===== src/rtl/token_engine_pkg.sv =====
// Shared types and defaults for the token-engine pop executor.
package token_engine_pkg;

  localparam int NUM_FIFO_DEF = 32;
  localparam int CNT_W_DEF    = 32;

  // Per-lane life cycle: idle after reset/clear, popping, or finished (sticky).
  typedef enum logic [1:0] {
    L_IDLE = 2'd0,
    L_POP  = 2'd1,
    L_DONE = 2'd2
  } lane_state_e;

endpackage


===== src/rtl/fifo_pop_executor_if.sv =====
// Pop-request bus between the controllers, the FIFO bank and the pop executor.
interface fifo_pop_executor_if #(
  parameter int NUM_FIFO = 32,
  parameter int CNT_W    = 32
);

  logic                               clear;
  logic [NUM_FIFO-1:0]                need_pop;
  logic [NUM_FIFO-1:0][CNT_W-1:0]     pop_num;
  logic [NUM_FIFO-1:0]                fifo_empty;
  logic [NUM_FIFO-1:0]                pe_ready;
  logic [NUM_FIFO-1:0]                fifo_pop;
  logic [NUM_FIFO-1:0]                done_matrix;
  logic                               all_done;
  logic                               busy;
  logic                               overrun;

  // Requester / environment side.
  modport master (
    output clear, need_pop, pop_num, fifo_empty, pe_ready,
    input  fifo_pop, done_matrix, all_done, busy, overrun
  );

  // Executor side.
  modport slave (
    input  clear, need_pop, pop_num, fifo_empty, pe_ready,
    output fifo_pop, done_matrix, all_done, busy, overrun
  );

endinterface


===== src/rtl/fifo_pop_lane.sv =====
// One FIFO lane: request FSM, remaining-pop counter and pop strobe.
module fifo_pop_lane
  import token_engine_pkg::*;
#(
  parameter int CNT_W = 32
) (
  input  logic             clk,
  input  logic             rst_n,
  input  logic             clear_i,
  input  logic             need_pop_i,
  input  logic [CNT_W-1:0] pop_num_i,
  input  logic             fifo_empty_i,
  input  logic             pe_ready_i,
  output logic             fifo_pop_o,
  output logic             done_o,
  output logic             busy_o,
  output logic             overrun_o
);

  lane_state_e      state_q, state_d;
  logic [CNT_W-1:0] rem_q, rem_d;
  logic             overrun_q, overrun_d;
  logic             pop;

  // Pop only when popping with data and a willing PE; a new request or a clear
  // in the same cycle suppresses the pop so the old count is never consumed.
  assign pop = (state_q == L_POP) && !fifo_empty_i && pe_ready_i &&
               !need_pop_i && !clear_i && (rem_q != '0);

  // Next state: clear beats a request, a request beats an ongoing pop.
  always_comb begin
    state_d   = state_q;
    rem_d     = rem_q;
    overrun_d = 1'b0;
    if (clear_i) begin
      state_d = L_IDLE;
      rem_d   = '0;
    end else if (need_pop_i) begin
      rem_d     = pop_num_i;
      state_d   = (pop_num_i != '0) ? L_POP : L_DONE;
      overrun_d = (state_q == L_POP);
    end else begin
      case (state_q)
        L_IDLE: state_d = L_IDLE;
        L_POP: begin
          if (pop) begin
            rem_d = rem_q - CNT_W'(1);
            if (rem_q == CNT_W'(1)) begin
              state_d = L_DONE;
            end
          end
        end
        L_DONE: state_d = L_DONE;
        default: state_d = L_IDLE;
      endcase
    end
  end

  // Lane registers, asynchronously returned to idle by reset.
  always_ff @(posedge clk or negedge rst_n) begin
    if (!rst_n) begin
      state_q   <= L_IDLE;
      rem_q     <= '0;
      overrun_q <= 1'b0;
    end else begin
      state_q   <= state_d;
      rem_q     <= rem_d;
      overrun_q <= overrun_d;
    end
  end

  assign fifo_pop_o = pop;
  assign done_o     = (state_q == L_DONE);
  assign busy_o     = (state_q == L_POP);
  assign overrun_o  = overrun_q;

endmodule


===== src/rtl/fifo_pop_executor.sv =====
// Pop executor: NUM_FIFO independent lanes plus the cross-lane status reductions.
module fifo_pop_executor
  import token_engine_pkg::*;
#(
  parameter int NUM_FIFO = NUM_FIFO_DEF,
  parameter int CNT_W    = CNT_W_DEF
) (
  input  logic                clk,
  input  logic                rst_n,
  fifo_pop_executor_if.slave  bus
);

  logic [NUM_FIFO-1:0] done_vec;
  logic [NUM_FIFO-1:0] busy_vec;
  logic [NUM_FIFO-1:0] overrun_vec;

  generate
    for (genvar gi = 0; gi < NUM_FIFO; gi++) begin : g_lane
      fifo_pop_lane #(.CNT_W(CNT_W)) u_lane (
        .clk          (clk),
        .rst_n        (rst_n),
        .clear_i      (bus.clear),
        .need_pop_i   (bus.need_pop[gi]),
        .pop_num_i    (bus.pop_num[gi]),
        .fifo_empty_i (bus.fifo_empty[gi]),
        .pe_ready_i   (bus.pe_ready[gi]),
        .fifo_pop_o   (bus.fifo_pop[gi]),
        .done_o       (done_vec[gi]),
        .busy_o       (busy_vec[gi]),
        .overrun_o    (overrun_vec[gi])
      );
    end
  endgenerate

  // Overrun flags are already registered per lane, so the OR stays glitch-free.
  assign bus.done_matrix = done_vec;
  assign bus.all_done    = &done_vec;
  assign bus.busy        = |busy_vec;
  assign bus.overrun     = |overrun_vec;

endmodule


===== src/flat_wrapper.sv =====
// flat-port wrapper written by rule: the top's interface ports become plain ports
module fifo_pop_executor_flat import token_engine_pkg::*;
#(
  parameter int NUM_FIFO = NUM_FIFO_DEF,
  parameter int CNT_W    = CNT_W_DEF
)
  (clk, rst_n, bus_clear, bus_need_pop, bus_pop_num, bus_fifo_empty, bus_pe_ready, bus_fifo_pop, bus_done_matrix, bus_all_done, bus_busy, bus_overrun);
  fifo_pop_executor_if #(.NUM_FIFO(NUM_FIFO), .CNT_W(CNT_W)) bus_i ();
  input  logic clk;
  input  logic rst_n;
  input wire logic [$bits(bus_i.clear)-1:0] bus_clear;
  input wire logic [$bits(bus_i.need_pop)-1:0] bus_need_pop;
  input wire logic [$bits(bus_i.pop_num)-1:0] bus_pop_num;
  input wire logic [$bits(bus_i.fifo_empty)-1:0] bus_fifo_empty;
  input wire logic [$bits(bus_i.pe_ready)-1:0] bus_pe_ready;
  output wire logic [$bits(bus_i.fifo_pop)-1:0] bus_fifo_pop;
  output wire logic [$bits(bus_i.done_matrix)-1:0] bus_done_matrix;
  output wire logic [$bits(bus_i.all_done)-1:0] bus_all_done;
  output wire logic [$bits(bus_i.busy)-1:0] bus_busy;
  output wire logic [$bits(bus_i.overrun)-1:0] bus_overrun;
  assign bus_i.clear = bus_clear;
  assign bus_i.need_pop = bus_need_pop;
  assign bus_i.pop_num = bus_pop_num;
  assign bus_i.fifo_empty = bus_fifo_empty;
  assign bus_i.pe_ready = bus_pe_ready;
  assign bus_fifo_pop = bus_i.fifo_pop;
  assign bus_done_matrix = bus_i.done_matrix;
  assign bus_all_done = bus_i.all_done;
  assign bus_busy = bus_i.busy;
  assign bus_overrun = bus_i.overrun;
  fifo_pop_executor #(.NUM_FIFO(NUM_FIFO), .CNT_W(CNT_W)) u_core (.clk(clk), .rst_n(rst_n), .bus(bus_i));
endmodule

===== config.mk =====
export PLATFORM = sky130hd
export DESIGN_NAME = fifo_pop_executor_flat
export DESIGN_NICKNAME = d
export VERILOG_FILES = /design/src/rtl/token_engine_pkg.sv /design/src/rtl/fifo_pop_executor_if.sv /design/src/rtl/fifo_pop_lane.sv /design/src/rtl/fifo_pop_executor.sv /design/src/flat_wrapper.sv
export SDC_FILE = /design/constraint.sdc
export NUM_CORES = 2
export LEC_CHECK = 0
export ABC_CLOCK_PERIOD_IN_PS = 5300
export BUFFER_PORTS_ARGS = -buffer_cell sky130_fd_sc_hd__buf_4
export CAP_MARGIN = 20
export CORE_MARGIN = 3
export CORE_UTILIZATION = 35
export DETAILED_ROUTE_END_ITERATION = 8
export PLACE_DENSITY = 0.59
export RECOVER_POWER = 100
export SYNTH_ARGS = -nofsm -noshare
export SYNTH_HDL_FRONTEND = slang
export SYNTH_SLANG_ARGS = --single-unit

===== constraint.sdc =====
create_clock -name clk -period 5.3 [get_ports clk]
set_input_delay 1.59 -clock clk [delete_from_list [all_inputs] [get_ports clk]]
set_output_delay 1.59 -clock clk [all_outputs]
set_load 0.1 [all_outputs]

**Word level (Yosys, flattened, before mapping)**

Cells that the tools add are included.

- Register bits: 1120
- Output and inout bits: 67
- Bits of input ports: 1123
- Word-level logic and storage cells: 1092

- Add/subtract/negate cells: 32
- Muxes and demuxes: 384
- Reduce and logical (&&, ||, !) cells: 420
- Eq/ne operators: 160

Operators by type and width:

| cell | count |
|---|---|
| two-way mux 32 bit | 128 |
| nonzero test 32 bit | 64 |
| == test 32 x 1 -> 1 bit, second input constant | 32 |
| subtractor 32 x 1 -> 32 bit, second input constant | 32 |
| two-way mux 2 bit | 160 |
| nonzero test 3 bit | 64 |
| logical AND 1 bit | 160 |
| != test 4 x 3 -> 1 bit, second input constant | 32 |
| != test 4 bit, second input constant | 32 |
| case mux 2 bit (2 select lines) | 32 |
| AND reduction 2 bit | 64 |
| logical NOT 1 bit | 65 |
| == test 2 x 1 -> 1 bit, second input constant | 32 |
| == test 2 bit, second input constant | 32 |
| two-way mux 1 bit | 64 |
| OR reduction 32 bit | 2 |
| AND reduction 32 bit | 1 |

**Longest topological paths before layout**

- Depth after elaboration: 10
- Depth in mapped cells: 11
- Depth with buffers taken out: 9

**Modules after synthesis**

A second synthesis with hierarchy kept.

- Cells, all modules: 8740
- Area total of the unflattened synthesis: 76529.6 um2

By module, submodules not included:

| module | cells an instance | area each (um2) | instances | seq. area each (um2) |
|---|---|---|---|---|
| fifo_pop_lane (u_core.g_lane[22].u_lane ...) | 275 | 2397.3 | 17 | 875.8 |
| fifo_pop_lane (u_core.g_lane[0].u_lane ...) | 267 | 2362.3 | 14 | 875.8 |
| fifo_pop_lane (u_core.g_lane[9].u_lane) | 294 | 2497.4 | 1 | 875.8 |
| fifo_pop_executor | 33 | 206.4 | 1 | 0.0 |

**Worst setup path after synthesis**

OpenSTA, ideal clock, no wires.

- Path type: in2out
- From: input port bus_clear
- To: output port bus_fifo_pop[2]
- Cell stages on the path: 8
- Arrival: 3.599 ns
- Setup slack: 0.111 ns
- Required time: 3.710 ns
- Buffers on the path: 7
- Cells stage by stage: clkbuf_1 clkbuf_1 buf_1 clkbuf_1 clkbuf_1 clkbuf_1 nor3_1 buf_4

- Cells in the longest elaborated chain, start to end: 3

Ends and longest elaborated chain:

| what | line | text |
|---|---|---|
| start: declaration | flat_wrapper.sv:11 | `input wire logic [$bits(bus_i.clear)-1:0] bus_clear;` |
| logical NOT 1 bit | fifo_pop_lane.sv:28 | `!need_pop_i && !clear_i && (rem_q != '0);` |
| logical AND 1 bit (2 in a row) | fifo_pop_lane.sv:28 |  |
| end: declaration | flat_wrapper.sv:16 | `output wire logic [$bits(bus_i.fifo_pop)-1:0] bus_fifo_pop;` |

No other way between the ends.

**Worst setup path after layout**

- From: input port bus_clear
- To: output port bus_fifo_pop[20]

Same word-level chain as after synthesis.

==> flow_metrics.tcl <==
set metrics [dict create \
    r2r-start "u_core.g_lane[16].u_lane.rem_q[0]" \
    ys_ff_latch 1120 \
    synth-async-reset-ratio_pct 100.0 \
    chipWidth_um 460.0 \
    max_freq_mhz 192.1 \
    ys_warn_count 0 \
    cp_max_fo 24 \
    worstSetupEndpointType "output port" \
    min_to "u_core.g_lane[0].u_lane.rem_q[28]" \
    dr.first_iter.drc_count 7584 \
    ys.flop_type "dfrtp_1" \
    synth_area_um2 72130 \
    synth_edf_count 0 \
    reg2reg_depth 9 \
    dp_hpwl_mm 250.0 \
    drv_cap 13 \
    grt_use_total_pct 29.34 \
    drt-total-wl_mm 324.5 \
    vias_per_cell 6.131 \
    overflow 0 \
    syn_avg_cell_area_um2 8.556 \
    wl_met2_mm 143.7 \
    top_layer "met5" \
    holdCritStartpoint "u_core.g_lane[0].u_lane.rem_q[28]" \
    worst_hold_slack_ns 0.5155 \
    cts_sinks 1120 \
    clock_path_buffers 3 \
    regToRegSetupSlack_ns 1.03 \
    synth_top_area_share_pct 38.85 \
    first_global_vias 72479 \
    vias 75393 \
    post_drt_wl_per_cell_um 26.39 \
    clk_pin_slew_ns 0.06 \
    tightest_slew_ns 3.887 \
    vdd_drop_max_v 0.0003384 \
    status "finished with violations" \
    rsz0062_at_grt "false" \
    path_class "in2out" \
    cts_made_buffers 142 \
    htree_levels 4 \
    hold_violations 0 \
    synth_area_leader_cell "dfrtp_1" \
    cts_tree "yes" \
    grt_max_degree 105 \
    slew_headroom_pct -159.1 \
    antenna_found_initial 121 \
    num-fill-cells 20478 \
    pre_cts_slack_ns 0.3313 \
    drive_gt1_share_pct 17.50 \
    holdBufCountCts 0 \
    grt_pass1_wl_mm 474.1 \
    drt-met1-wl_mm 132.1 \
    required_ns 3.71 \
    start_kind "primary input" \
    synth_area_leaders "dfrtp_1 (39%), nor4_1 (5.5%), nor2_1 (4.2%), xnor2_1 (4.0%), a211oi_1 (3.8%)" \
    leakagePower_nw 35.37 \
    violations "max-capacitance violations, max-slew violations" \
    powerDensity_nw_per_um2 280.6 \
    ios 1190 \
    dr.pass1.iters 8 \
    holdPathStages 1 \
    drc 0 \
    hp-class "reg2reg" \
    arrival_ns 3.62 \
    final_antenna_net_count 0 \
    clock-root-buffer "clkbuf_16" \
    dieArea_um2 211600 \
    place.gp.congestion 0.9938 \
    layout_setup_ws_ns 0.09353 \
    synth_cells 8431 \
    syn_nets 9682 \
    core_um2 204800 \
    yosysUniqueCellTypes 108 \
    seq_area_frac_synth_pct 38.85 \
    synthToLayoutAreaGrowth_pct 22.14 \
    layout.nets 10670 \
    worstSetupStartpoint "bus_clear" \
    io_buffers 1189 \
    route.met3.wl_mm 27.58 \
    setup_violations 0 \
    insertion_delay_ns 0.81 \
    fp-row-count 166 \
    dieHeight_um 460.0 \
    period_share_pct 98.24 \
    start_util_pct 35.22 \
    reg2reg_to "u_core.g_lane[16].u_lane.rem_q[9]" \
    fin_skew_ns 0.04361 \
    tns_ns 0 \
    layout_min_cycle_time_ns 5.206 \
    maxSlewViolCount 460 \
]
[area by class of cell]
cell class	instances	area (µm²)	share of cell area, %
clock inverter	53	759.5	0.8620
sequential	1120	28030	31.81
antenna	78	195.2	0.2215
multi-input combinational	6533	40690	46.18
clock buffer	203	4086	4.638
tap	2688	3363	3.817
timing repair buffer	1403	10150	11.53
inverter	219	833.3	0.9458
[metal layers]
metal / vias to the layer above / track usage, %
met5: - / 0
met4: 58 / 17.95
met3: 714 / 6.328
met2: 3578 / 44.67
met1: 36807 / 37.99
li1: 34236 / -
[cell usage in the layout, fill, tap and decap left out, drive strengths merged, types with 84 or more instances in the layout]
cell / n
or3: 251
dfrtp: 1120
o22ai: 98
ha: 128
nand3: 193
nor4: 644
a21oi: 437
o311ai: 90
a211oi: 370
buf: 1248
nor2: 808
a32o: 101
o211ai: 84
inv: 212
o21ai: 405
clkbuf: 358
or4: 217
or2: 88
nand4: 171
nor3: 430
nand2: 641
xor2: 151
xnor2: 329
[state kept, by name, indices dropped and copies added (netlist names)]
name                            cells
u_core.g_lane.u_lane.overrun_o     32
u_core.g_lane.u_lane.rem_q       1024
u_core.g_lane.u_lane.state_q       64
[synth_stat cells, drive strengths merged (151+ instances only)]
master  instances
a21oi         437
a211oi        370
nor3          430
xor2          151
dfrtp        1120
o21ai         405
xnor2         329
nand2         641
clkbuf        425
nor4          644
nor2          808
inv           209
nand3         193
or4           217
nand4         171
or3           251
[report_power, final]
group / internal, mW / switching [mW] / total (mW)
clock network: 6.07 / 4.16 / 10.2
registers: 9.07 / 0.545 / 9.62
logic: 1.81 / 3.06 / 4.87
total: 17.0 / 7.77 / 24.7
[per-stage QoR]
| step | utilization, % | power (mW) | instance area (µm²) | instances |
|---|---|---|---|---|
| after global routing | 43.01 | 25.77 | 88070 | 12284 |
| final | 43.02 | 24.72 | 88110 | 12297 |
| after detailed placement | 40.91 | 14.59 | 83770 | 11958 |
| after global placement | 40.90 | 14.53 | 83770 | 11957 |
| after floorplan | - | 12.32 | 72130 | 8431 |
| after CTS | 43.28 | 24.93 | 88630 | 12214 |
[worst max path at each step]
| stage | to | depth (start not counted) |
|---|---|---|
| 3_5_place_dp | bus_fifo_pop[28] | 6 |
| 2_1_floorplan | bus_fifo_pop[2] | 8 |
| 3_3_place_gp | bus_fifo_pop[28] | 6 |
| 5_1_grt | bus_fifo_pop[13] | 6 |
| 4_1_cts | bus_fifo_pop[12] | 8 |
| 6_report | bus_fifo_pop[20] | 7 |
[critical path, stage by stage]
cell	delay, ns
buf_8	0.36
clkbuf_1	0.49
buf_2	0.54
nor2_1	0.13
inv_1	0.10
nor2_1	0.06
buf_4	0.25
[cell families (layout without fill, tap and decap cells)]
| group | after synthesis | in the layout | share of synthesized area, % |
|---|---|---|---|
| simple gates | 3818 | 3818 | 28.48 |
| compound gates | 2084 | 2085 | 19.78 |
| flops | 1120 | 1120 | 38.85 |
| buf+inv | 779 | 1878 | 4.518 |
| xor+xnor | 480 | 480 | 5.828 |
| fa+ha+maj | 128 | 128 | 2.220 |
| mux | 22 | 22 | 0.3174 |
| other cells | 0 | 78 | 0 |
[timing repair]
action | CTS | global route
gates resized for setup | 4 | 6
gates cloned | 0 | 1
pin swaps | 0 | 3
endpoints found under the setup margin | 2 | 5
setup buffers | 0 | 3
Power figures use the tool's default switching activity.
